--- src/rtl/uar_rx_fifo.sv ---
// uar_rx_fifo: receive-side character buffer behind the UART receiver.
// Captures one character per rising edge of RxDone into a circular FIFO.
// Presents the oldest character on a first-word-fall-through valid/ready
// port. Reports occupancy and a sticky overflow flag.
//
// Handshake: m_tvalid is high whenever the FIFO holds at least one byte, and
// m_tdata then shows the oldest byte. A byte is transferred (popped) on every
// rising Clk edge where m_tvalid & m_tready. While m_tvalid & ~m_tready,
// m_tdata and m_tvalid hold. m_tvalid never depends combinationally on
// m_tready.
module uar_rx_fifo #(
  parameter int ADDR_W = 4,
  parameter int DATA_W = 8
) (
  input  logic              Clk,
  input  logic              Rst,
  input  logic              RxDone,
  input  logic [DATA_W-1:0] RxData,
  output logic [DATA_W-1:0] m_tdata,
  output logic              m_tvalid,
  input  logic              m_tready,
  output logic [ADDR_W:0]   Count,
  output logic              Full,
  output logic              Empty,
  output logic              Overflow,
  input  logic              OvfClr
);

  localparam int              DEPTH    = 2 ** ADDR_W;
  localparam logic [ADDR_W:0] FULL_CNT = (ADDR_W + 1)'(DEPTH);
  localparam logic [ADDR_W:0] CNT_ONE  = (ADDR_W + 1)'(1);
  localparam logic [ADDR_W-1:0] PTR_ONE = ADDR_W'(1);

  logic [DATA_W-1:0] mem_q [DEPTH];

  logic              done_q, done_d;
  logic [ADDR_W-1:0] wr_ptr_q, wr_ptr_d;
  logic [ADDR_W-1:0] rd_ptr_q, rd_ptr_d;
  logic [ADDR_W:0]   count_q, count_d;
  logic              ovf_q, ovf_d;

  logic push;
  logic pop;
  logic accept;
  logic drop;

  // Status comes straight from the occupancy register; the pointers are never compared.
  assign Count    = count_q;
  assign Full     = (count_q == FULL_CNT);
  assign Empty    = (count_q == '0);
  assign Overflow = ovf_q;
  assign m_tvalid = ~Empty;
  assign m_tdata  = m_tvalid ? mem_q[rd_ptr_q] : '0;

  // Edge detect on the strobe, handshake decode, and accept/drop decision.
  always_comb begin
    push   = RxDone & ~done_q;
    pop    = m_tvalid & m_tready;
    // A full FIFO still takes a byte when the head leaves in the same cycle.
    accept = push & (~Full | pop);
    drop   = push & Full & ~pop;
  end

  // Next-state for the edge detector, pointers, occupancy and overflow flag.
  always_comb begin
    done_d   = RxDone;
    wr_ptr_d = wr_ptr_q;
    rd_ptr_d = rd_ptr_q;
    count_d  = count_q;
    ovf_d    = ovf_q;

    if (accept) begin
      wr_ptr_d = wr_ptr_q + PTR_ONE;
    end
    if (pop) begin
      rd_ptr_d = rd_ptr_q + PTR_ONE;
    end

    if (accept && !pop) begin
      count_d = count_q + CNT_ONE;
    end else if (pop && !accept) begin
      count_d = count_q - CNT_ONE;
    end

    // A drop in the same cycle as a clear leaves the flag set.
    if (drop) begin
      ovf_d = 1'b1;
    end else if (OvfClr) begin
      ovf_d = 1'b0;
    end
  end

  // Control registers; reset empties the FIFO in a single cycle.
  always_ff @(posedge Clk) begin
    if (Rst) begin
      done_q   <= 1'b0;
      wr_ptr_q <= '0;
      rd_ptr_q <= '0;
      count_q  <= '0;
      ovf_q    <= 1'b0;
    end else begin
      done_q   <= done_d;
      wr_ptr_q <= wr_ptr_d;
      rd_ptr_q <= rd_ptr_d;
      count_q  <= count_d;
      ovf_q    <= ovf_d;
    end
  end

  // Storage array; contents are not reset, and a write is suppressed during reset.
  always_ff @(posedge Clk) begin
    if (!Rst && accept) begin
      mem_q[wr_ptr_q] <= RxData;
    end
  end

endmodule

--- config.mk ---
export PLATFORM = sky130hd
export DESIGN_NAME = uar_rx_fifo
export DESIGN_NICKNAME = d
export VERILOG_FILES = /design/src/rtl/uar_rx_fifo.sv
export SDC_FILE = /design/constraint.sdc
export NUM_CORES = 1
export LEC_CHECK = 0
export CAP_MARGIN = 20
export CORE_ASPECT_RATIO = 1.5
export CORE_UTILIZATION = 59
export CTS_CLUSTER_SIZE = 8
export DETAILED_ROUTE_END_ITERATION = 16
export GPL_TIMING_DRIVEN = 0
export PLACE_DENSITY = 0.78
export SKIP_CTS_REPAIR_TIMING = 1
export SYNTH_ARGS = -nofsm -noshare
export SYNTH_HDL_FRONTEND = slang
export SYNTH_SLANG_ARGS = --single-unit
--- constraint.sdc ---
create_clock -name Clk -period 3.9 [get_ports Clk]
set_input_delay 1.17 -clock Clk [delete_from_list [all_inputs] [get_ports Clk]]
set_output_delay 1.17 -clock Clk [all_outputs]
set_load 0.02 [all_outputs]
Word level (Yosys, flattened, before mapping)
Memory sizes are Yosys's and may differ from the RTL's. A register that Yosys moved wholly into a read port is not among the register bits.
Index checks and enable logic that the tools add are counted.
Storage, ports and cells
  register bits: 15
  bits in latches: 0
  memory bits (writable): 128
  bits in read-only memories: 0
  input bits: 13
  output and inout bits: 17
  memories: 1
Cells by class
  $add $sub $neg: 4
  multipliers: 0
  divide/modulo/power cells: 0
  magnitude comparators: 0
  equality and inequality tests: 1
  shifts and indexed selects: 0
  mux-type cells: 9
  bitwise gates (word level): 10
  reduce and logical (&&, ||, !) cells: 9
Memory list
  mem_q: depth 16, bits a word 8, rd ports 1, clocked after Yosys merged registers in 1, wr ports 1, RTL line 34  | logic [DATA_W-1:0] mem_q [DEPTH];
Operators by type and width (number)
  5-bit two-way mux: 2
  4-bit by 1-bit adder with 4-bit output, second input constant: 2
  4-bit two-way mux: 2
  8-bit two-way mux: 1
  5-bit by 1-bit adder with 5-bit output, second input constant: 1
  1-bit bitwise AND: 5
  5-bit == test, second input constant: 1
  5-bit logical NOT: 1
  5-bit by 1-bit subtractor with 5-bit output, second input constant: 1
  1-bit two-way mux: 4
  1-bit NOT: 4
  2-bit nonzero test: 2
  1-bit logical AND: 3
  1-bit logical NOT: 3
  1-bit OR: 1

Logic depth before layout (Yosys ltp)
Gate-level depths: netlist of run 1.
  word-level depth: 9
  depth in mapped cells: 12

Worst setup path after synthesis of run 1
No wires, ideal clock.
  kind: input to register
  start: in RxDone
  end: reg count_q[4], in the netlist Count[4]
  library setup time: 0.121 ns
  arrival: 3.041 ns
  data required time: 3.779 ns
  slack: 0.738 ns
  stages on the path: 11
  path buffers: 1
  cells stage by stage: nor2b_1 -> o31ai_4 -> buf_2 -> inv_1 -> ha_1 -> inv_1 -> ha_1 -> a21oi_1 -> a211oi_1 -> a31oi_1 -> mux2_2
Between the ends
  cells in the longest elaborated chain, start to end: 5
  elaborated cells on any way between the ends: 7
  those cells by class: 1 x mux; 2 x bitwise; 4 x reduce/logical
RTL lines
  from (decl): RTL line 17  | input logic RxDone,
  1-bit bitwise AND *: RTL line 57  | push = RxDone & ~done_q;
  1-bit bitwise AND *: RTL line 60  | accept = push & (~Full | pop);
  1-bit logical NOT: RTL line 81  | end else if (pop && !accept) begin
  1-bit logical AND: RTL line 81
  2-bit nonzero test (no source line)
  to (signal assigned): RTL line 105  | count_q <= count_d;
  to (decl): RTL line 39  | logic [ADDR_W:0] count_q, count_d;
Every way passes the cells marked *; elsewhere a longest branch is shown, timed or not.
A chain may end at the register's enable or synchronous reset.

Final worst setup path of run 1
  start: in m_tready
  end: reg count_q[4], in the netlist Count[4]
Between the ends
  cells in the longest elaborated chain, start to end: 6
  elaborated cells on any way between the ends: 9
  those cells by class: 1 x mux; 3 x bitwise; 5 x reduce/logical
RTL lines
  from (decl): RTL line 21  | input logic m_tready,
  1-bit bitwise AND *: RTL line 58  | pop = m_tvalid & m_tready;
  1-bit OR: RTL line 60
  1-bit bitwise AND: RTL line 60
  1-bit logical NOT: RTL line 81
  1-bit logical AND: RTL line 81
  2-bit nonzero test (no source line)
Marked as above.

==> results.txt, run 1 <==
----------------------------------------------------
[Worst setup path]
  Type of destination of the critical path ... flop
  Signal arrival time at the worst endpoint ... 4.04 ns
  Sequence of cells on the critical path ... clkdlybuf4s50_1 > o31ai_4 > buf_2 > inv_1 > ha_1 > inv_1 > ha_1 > a21oi_1 > a211oi_1 > a31oi_1 > mux2_2
  Crit start category ... input port
  Largest incremental delay on the critical path ... 0.53 ns
  Maximum fanout count along the critical path ... 10
  Data required time at the worst endpoint ... 4.21 ns
  Critical path buffers and inverters ... 4
  Critical Path Slowest Stage Cell ... clkdlybuf4s50_1
  Crit-path leading delay family ... buffers and inverters
  WS Path Type ... in -> reg

[Floorplanning]
  Count of pins on the block boundary ... 30
  Standard-cell rows ... 44
  Effective utilization at floorplan ... 60.9%
  Width of the die ... 83.9 µm
  Core region area ... 0.00974 mm²
  Chip Height ... about 120 µm
  Die area ... 0.0105 mm²

[Status]
  Violations in the final reports ... DRC
  Outcome ... complete, but fails checks

[Power and ir drop]
  Total net switching power ... 1.27 mW
  Worst supply voltage drop on vdd ... 0.394 mV
  Clock network fraction of design power ... roughly 35%
  Portion of total power attributed to sequential cells ... between 40% and 50%
  Net Sw Frac ... 28.7%
  Power density relative to cell area ... 621 mW/mm²
  Comb power frac ... 24.7%
  Internal ... roughly 3.2 mW
  Standby leakage power ... 2.43 nW

[Global routing]
  Wire length of the first global-routing pass ... 19.3 mm
  Initial antenna violation count ... 0
  Largest net degree at the start of global routing ... 17
  Number of global-route vias before repair ... roughly 3300
  Total gr overflow ... 0
  Total track usage ... 26.3%

[Finish]
  Fraction of layout instances using a drive strength above 1 ... 25.7%
  Utilization after layout ... 73.1%
  Fill count ... 556
  Number of nets in the finished design ... 415
  Area taken by multi-input logic gates ... around 0.0016 mm²
  Final Instance Area ... 0.00713 mm²
  Ant. Diodes ... 0
  Relative area change from synthesis to final layout ... 20.0%
  Storage element area ... approximately 0.0042 mm²

[STA]
  Final number of setup-violating endpoints ... 0
  Tightest slew margin relative to the limit ... roughly 42%
  Fin. Hold Viols ... 0
  Maximum clock frequency ... between 0.2 and 0.3 GHz
  Transition time at the pin with the least slew margin ... around 0.87 ns
  Fin Clk Skew ... 0.00500 ns
  Shortest period the worst path allows ... 3.74 ns
  Final critical-path share of the clock period ... a little over nine tenths
  Unrepaired setup endpoints after global routing ... false
  TNS Setup ... 0 ns
  Total count of max-transition violations in the final report ... 0

[Routing]
  Iteration-0 DRC Markers ... about 270
  Vias post-DR ... 3231
  Total iterations of the first detailed-routing run ... 11
  Drt drc ... 6
  Avg Vias per Cell ... 6.21
  Average routed wire per standard cell ... 24.2 µm
  Total wire length ... approximately 13 mm
  Post-detailed-route count of antenna-violating nets ... 0

[Place]
  Detailed placer's ending HPWL ... 8.01 mm
  Post-placement cell area ... 0.00650 mm²
  Count of input and output buffers ... 29
  Gp weighted congestion ... between 0.7 and 0.8

[Job]
  Max cap viols ... 0

[CTS]
  Master cell of the clock root buffer ... clkbuf_16
  Number of clock buffers inserted by TritonCTS ... 17
  Number of levels in the clock H-tree ... 4
  Register clock-pin slew on the reported worst setup and hold paths ... 0.06 ns
  Clock tree from TritonCTS ... done
  Number of clock sinks ... between 100 and 150
  Clock network latency to the later pin of the worst-skew pair ... 0.42 ns
  Bufs on Longest Clock Path ... 2

[Synth]
  Yosys warning count ... 0
  Distinct cell type count after synthesis ... 36
  Register area share after synthesis ... 71.1%
  Summed instance area of the synthesized netlist ... 0.00594 mm²
  Instance count of the mapped netlist ... 329
  Average size of a mapped cell ... 18.0 µm²
  Number of register bits inferred by synthesis ... 147
  Total nets after synthesis ... 352

[Min path]
  Worst min-delay path class ... reg -> reg

----------------------------------------------------
## synthesized netlist by cell type
cell type | count | share of area [%]
edfxtp_1 | 128 | 65
mux4_2 | 32 | 12
dfxtp_1 | 19 | 6.4
a211oi_1 | 17 | 2.1
nor2_1 | 17 | 1.1
nor3_1 | 13 | 1.1
mux2i_1 | 11 | 1.9
nor2b_1 | 11 | 1.2
ha_1 | 9 | 1.9
buf_2 | 8 | 0.67
inv_1 | 7 | 0.44
a21oi_1 | 6 | 0.51
clkbuf_1 | 6 | 0.38
nand2b_1 | 6 | 0.63
nor4_1 | 5 | 0.53
buf_1 | 4 | 0.25
xor2_1 | 4 | 0.59
or3_1 | 3 | 0.32
nand2_1 | 2 | 0.13
nand3_1 | 2 | 0.17
o211ai_1 | 2 | 0.25
o21ai_0 | 2 | 0.17
xnor2_1 | 2 | 0.30
a21o_1 | 1 | 0.13
a31oi_1 | 1 | 0.11
and3_1 | 1 | 0.11
buf_4 | 1 | 0.13
buf_6 | 1 | 0.19
clkbuf_2 | 1 | 0.084
fa_1 | 1 | 0.34
mux2_2 | 1 | 0.19
nor2_2 | 1 | 0.11
nor4bb_1 | 1 | 0.17
o21ai_2 | 1 | 0.15
o31ai_4 | 1 | 0.36
or4_1 | 1 | 0.13
## through the flow
| stage | std cells | total power, mW | setup WS [ns] | hold slack [ns] |
|---|---|---|---|---|
| after global placement | 473 | 2.89 | -0.156 | 0.503 |
| after CTS | 520 | 4.44 | -0.365 | 0.553 |
| after floorplan | 329 | 2.53 | 0.738 | 0.485 |
| after global routing | 520 | 4.58 | 0.00469 | 0.592 |
| after detailed placement | 488 | 2.91 | -0.209 | 0.539 |
| final | 520 | 4.43 | 0.162 | 0.556 |
## metal layers
layer  wire [µm]  global-route usage [%]  vias up
li1            -                       -     1433
met5           0                       0        -
met2        6770                    44.6      135
met4         299                    11.5        0
met1        4800                    32.1     1637
met3         696                    6.30       26
## power by group through the flow
| stage | Clock [mW] | Sequential, mW | Combinational (mW) |
|---|---|---|---|
| 6_report | 1.53 | 1.80 | 1.09 |
| 5_1_grt | 1.60 | 1.81 | 1.17 |
| 4_1_cts | 1.55 | 1.80 | 1.09 |
| 3_5_place_dp | 0 | 1.83 | 1.08 |
| 3_3_place_gp | 0 | 1.83 | 1.06 |
| 2_1_floorplan | 0 | 1.84 | 0.688 |
## worst paths after layout
check / end / slack [ns] / depth (start not counted) / from
worst max-delay path: Count[4] / 0.16 / 11 / m_tready
worst min register to register: flop / 0.56 / 2 / rd_ptr_q[2]
worst min-delay path: flop / 0.56 / 2 / rd_ptr_q[2]
worst max register to register: Count[4] / 0.38 / 12 / Count[0]
## cells in the final DEF (no fill, tap or decap), types with 8 or more instances in the layout
cell,synthesis,routed
edfxtp_1,128,128
mux4_2,32,32
clkdlybuf4s50_1,0,21
dfxtp_1,19,19
clkbuf_16,0,19
nor2_1,17,17
a211oi_1,17,14
buf_2,8,13
nor3_1,13,12
mux2i_1,11,11
nor2b_1,11,11
buf_4,1,9
ha_1,9,9
dlymetal6s2s_1,0,8
## cell families after synthesis
logic type | Yosys count | share of synthesized area, %
XOR/XNOR | 6 | 0.885
multiplexers | 44 | 14.2
flip-flops | 147 | 71.1
buffers and inverters | 28 | 2.15
adder cells (fa/ha/maj) | 10 | 2.23
AO/OA/AOI/OAI | 31 | 3.81
AND/OR/NAND/NOR | 63 | 5.61
## registers in the layout (all words and copies together) (netlist names), named ones only
signal	cells
done_q	1
mem_q	128
rd_ptr_q	4
Overflow	1
wr_ptr_q	4
Count	5
## worst register-to-register path, cell delays in order, from the launching register on
cell and delay [ns]:
dfxtp_1 0.37, or4_1 0.57, buf_2 0.21, o31ai_4 0.28, buf_2 0.29, inv_1 0.07
ha_1 0.20, inv_1 0.15, ha_1 0.30, a21oi_1 0.22, a211oi_1 0.10, a31oi_1 0.28
mux2_2 0.37
## layout make-up
cell class / count / area share (%)
sequential: 147 / 59.3
multi-input combinational: 154 / 23.0
clock buffer: 20 / 6.72
timing repair buffer: 44 / 5.69
tap: 115 / 2.02
buffer: 21 / 1.60
clock inverter: 12 / 1.37
inverter: 7 / 0.369
Power figures use the tool's default switching activity.
==> run 2: changes to the inputs <==
--- a/config.mk
+++ b/config.mk
@@ -7,11 +7,10 @@
 export LEC_CHECK = 0
 export CAP_MARGIN = 20
 export CORE_ASPECT_RATIO = 1.5
-export CORE_UTILIZATION = 59
+export CORE_UTILIZATION = 25
 export CTS_CLUSTER_SIZE = 8
 export DETAILED_ROUTE_END_ITERATION = 16
 export GPL_TIMING_DRIVEN = 0
-export PLACE_DENSITY = 0.78
 export SKIP_CTS_REPAIR_TIMING = 1
 export SYNTH_ARGS = -nofsm -noshare
 export SYNTH_HDL_FRONTEND = slang
==> run 2 against run 1 <==
Compared with the run above:
- the flow now finishes without violations
- flip-flop and latch count stayed put
- die area is 130% higher
- setup slack better by 0.097 ns
- clock skew is 0.0026 ns higher
- power is 1.1% higher
- routed wire length is 1.8% lower
- final cell count is 38% higher
- largest cell class unchanged
- largest power group unchanged
- highest routed layer unchanged
==> results.txt, run 2 (synthesized netlist as in run 1, its figures left out) <==
----------------------------------------------------
[Worst setup path]
  Critical Path Slowest Stage Cell ... clkdlybuf4s50_1
  Critical path buffers and inverters ... 2 (-2)
  Flop-to-flop setup slack ... 0.57 ns (+0.19 ns)
  Crit start category ... flop
  Capturing point of the worst reg2reg path ... Count[4]
  WS Path Type ... reg -> out
  Signal arrival time at the worst endpoint ... 2.47 ns (-1.57 ns)
  Reg2Reg Depth ... 12 (unchanged)
  Data required time at the worst endpoint ... 2.73 ns (-1.48 ns)
  Type of destination of the critical path ... primary output
  Reg2reg start ... Count[0]
  Maximum fanout count along the critical path ... 10 (unchanged)
  Number of gates on the worst path with buffers counted ... 4 (-7)
  Largest incremental delay on the critical path ... 0.67 ns (+0.14 ns)
  Sequence of cells on the critical path ... or4_1 > buf_2 > nor2_4 > clkdlybuf4s50_1
  Crit-path leading delay family ... buffers and inverters

[Finish]
  Final instance count without filler cells ... 718 (+38%)
  Fraction of layout instances using a drive strength above 1 ... 26.3% (+0.62 points)
  Number of nets in the finished design ... 413 (-0.48%)
  Most common cell after layout, fill and taps aside ... edfxtp_1
  Largest reg by FF count ... mem_q
  Highest-count cells in the layout ignoring fill and taps ... edfxtp_1, mux4_2, clkdlybuf4s50_1
  Max reg flops ... 128 (unchanged)
  Relative area change from synthesis to final layout ... 24.6%
  Ant. Diodes ... 0 (unchanged)

[Floorplanning]
  Core region area ... 0.0231 mm² (+140%)
  Effective utilization at floorplan ... 25.7% (-35 points)
  Chip Height ... 191 µm (+53%)
  Standard-cell rows ... 68 (+55%)
  Count of pins on the block boundary ... 30 (unchanged)
  Width of the die ... 128 µm (+52%)
  Die area ... 0.0244 mm² (+130%)

[Routing]
  Total iterations of the first detailed-routing run ... 4 (-7)
  Drt drc ... 0 (-6)
  Average routed wire per standard cell ... 17.2 µm (-29%)
  Iteration-0 DRC Markers ... 199 (-27%)
  Vias post-DR ... 3129 (-3.2%)
  Avg Vias per Cell ... 4.36 (-30%)
  Total wire length ... 12.3 mm (-1.8%)
  Post-detailed-route count of antenna-violating nets ... 0 (unchanged)

[CTS]
  Clock network latency to the later pin of the worst-skew pair ... 0.42 ns (about the same)
  Register clock-pin slew on the reported worst setup and hold paths ... 0.06 ns (about the same)
  Master cell of the clock root buffer ... clkbuf_16
  Number of clock buffers inserted by TritonCTS ... 17 (unchanged)
  Clock tree from TritonCTS ... done
  Number of clock sinks ... 147 (unchanged)
  Bufs on Longest Clock Path ... 2 (unchanged)
  Number of levels in the clock H-tree ... 4 (unchanged)

[Min path]
  Worst min-delay path startpoint ... Count[2]
  End of the worst hold path ... Count[2]
  Hold Path Cell Cnt ... 2 (unchanged)
  Worst min-delay path class ... reg -> reg

[STA]
  Unrepaired setup endpoints after global routing ... false
  Shortest period the worst path allows ... 3.64 ns (-0.0974 ns)
  Final critical-path share of the clock period ... 93.4% (-2.5 points)
  TNS Setup ... 0 ns (unchanged)
  Post-route worst hold slack ... 0.565 ns (+0.00820 ns)
  Transition time at the pin with the least slew margin ... 0.900 ns (+0.0271 ns)
  Total count of max-transition violations in the final report ... 0 (unchanged)
  Tightest slew margin relative to the limit ... 39.7% (-1.8 points)
  Fin Clk Skew ... 0.00756 ns (+0.00256 ns)
  Maximum clock frequency ... 0.275 GHz (+2.7%)
  Final number of setup-violating endpoints ... 0 (unchanged)
  Fin. Hold Viols ... 0 (unchanged)

[Power and ir drop]
  Worst supply voltage drop on vdd ... 0.259 mV (-34%)
  Power density relative to cell area ... 605 mW/mm² (-2.6%)
  Standby leakage power ... 2.42 nW (-0.27%)

[Place]
  Count of input and output buffers ... 29 (unchanged)
  Detailed placer's ending HPWL ... 8.73 mm (+8.9%)
  Instance count after placement with tap cells included ... 686 (+41%)
  Gp weighted congestion ... 0.760 (-0.20%)

[Job]
  Max cap viols ... 0 (unchanged)

[Global routing]
  Wire length of the first global-routing pass ... 19.2 mm (-0.61%)
  Initial antenna violation count ... 0 (unchanged)
  Total track usage ... 10.9% (-15 points)
  Total gr overflow ... 0 (unchanged)
  Number of global-route vias before repair ... 3358 (+2.6%)
  Largest net degree at the start of global routing ... 17 (unchanged)

[Status]
  Outcome ... finished clean

----------------------------------------------------
run 2: routing by layer:
metal / track usage [%] / share of wire [%] / vias to the layer above
met2: 20.1 / 55 / 72
met3: 2.64 / 4.6 / 14
met5: 0 / 0 / -
met4: 3.85 / 1.9 / 0
met1: 12.1 / 39 / 1608
li1: - / - / 1435
run 2: worst reg2reg max path: stages, from the launching register on:
cell,delay (ns)
dfxtp_1,0.36
or4_1,0.53
buf_2,0.20
o31ai_4,0.28
buf_2,0.31
inv_1,0.08
ha_1,0.20
inv_1,0.16
ha_1,0.30
a21oi_1,0.20
a211oi_1,0.09
a31oi_1,0.17
mux2_2,0.35
run 2: how the worst max path moves through the flow:
| stage | from | to | slack (ns) |
|---|---|---|---|
| 3_5_place_dp | m_tready | Count[4] | -0.14 |
| 3_3_place_gp | RxDone | mem_q[3][3] | -0.47 |
| 4_1_cts | flop | m_tdata[1] | -0.43 |
| 5_1_grt | m_tready | Count[4] | 0.07 |
| 2_1_floorplan | RxDone | Count[4] | 0.74 |
| 6_report | Count[0] | Empty | 0.26 |
run 2: power breakdown:
group	total [mW]	internal (mW)	switching, mW
registers	1.80	1.76	0.0412
logic	1.11	0.517	0.591
clock network	1.57	0.897	0.671
total	4.48	3.17	1.30
run 2: cell type report:
type	instances	area (µm²)
multi-input combinational	154	1660
sequential	147	4220
clock buffer	18	429
buffer	21	126
clock inverter	14	141
timing repair buffer	42	400
tap	315	394
fill	2276	15700
inverter	7	26.3
run 2: stage by stage:
step	total power [mW]	setup slack [ns]	instance area, µm²	utilization (%)
floorplan	2.53	0.738	5940	-
global placement	2.89	-0.471	6620	28.6
detailed placement	2.92	-0.142	6750	29.2
CTS	4.49	-0.429	7320	31.6
global route	4.66	0.0715	7400	32.0
finish	4.48	0.259	7400	32.0
==> run 3: changes to the inputs <==
--- a/config.mk
+++ b/config.mk
@@ -8,6 +8,7 @@
 export CAP_MARGIN = 20
 export CORE_ASPECT_RATIO = 1.5
 export CORE_UTILIZATION = 25
+export CTS_CLUSTER_DIAMETER = 80
 export CTS_CLUSTER_SIZE = 8
 export DETAILED_ROUTE_END_ITERATION = 16
 export GPL_TIMING_DRIVEN = 0
==> results of run 3 <==
The final DEF is identical to that of run 2; final timing and power are the same.
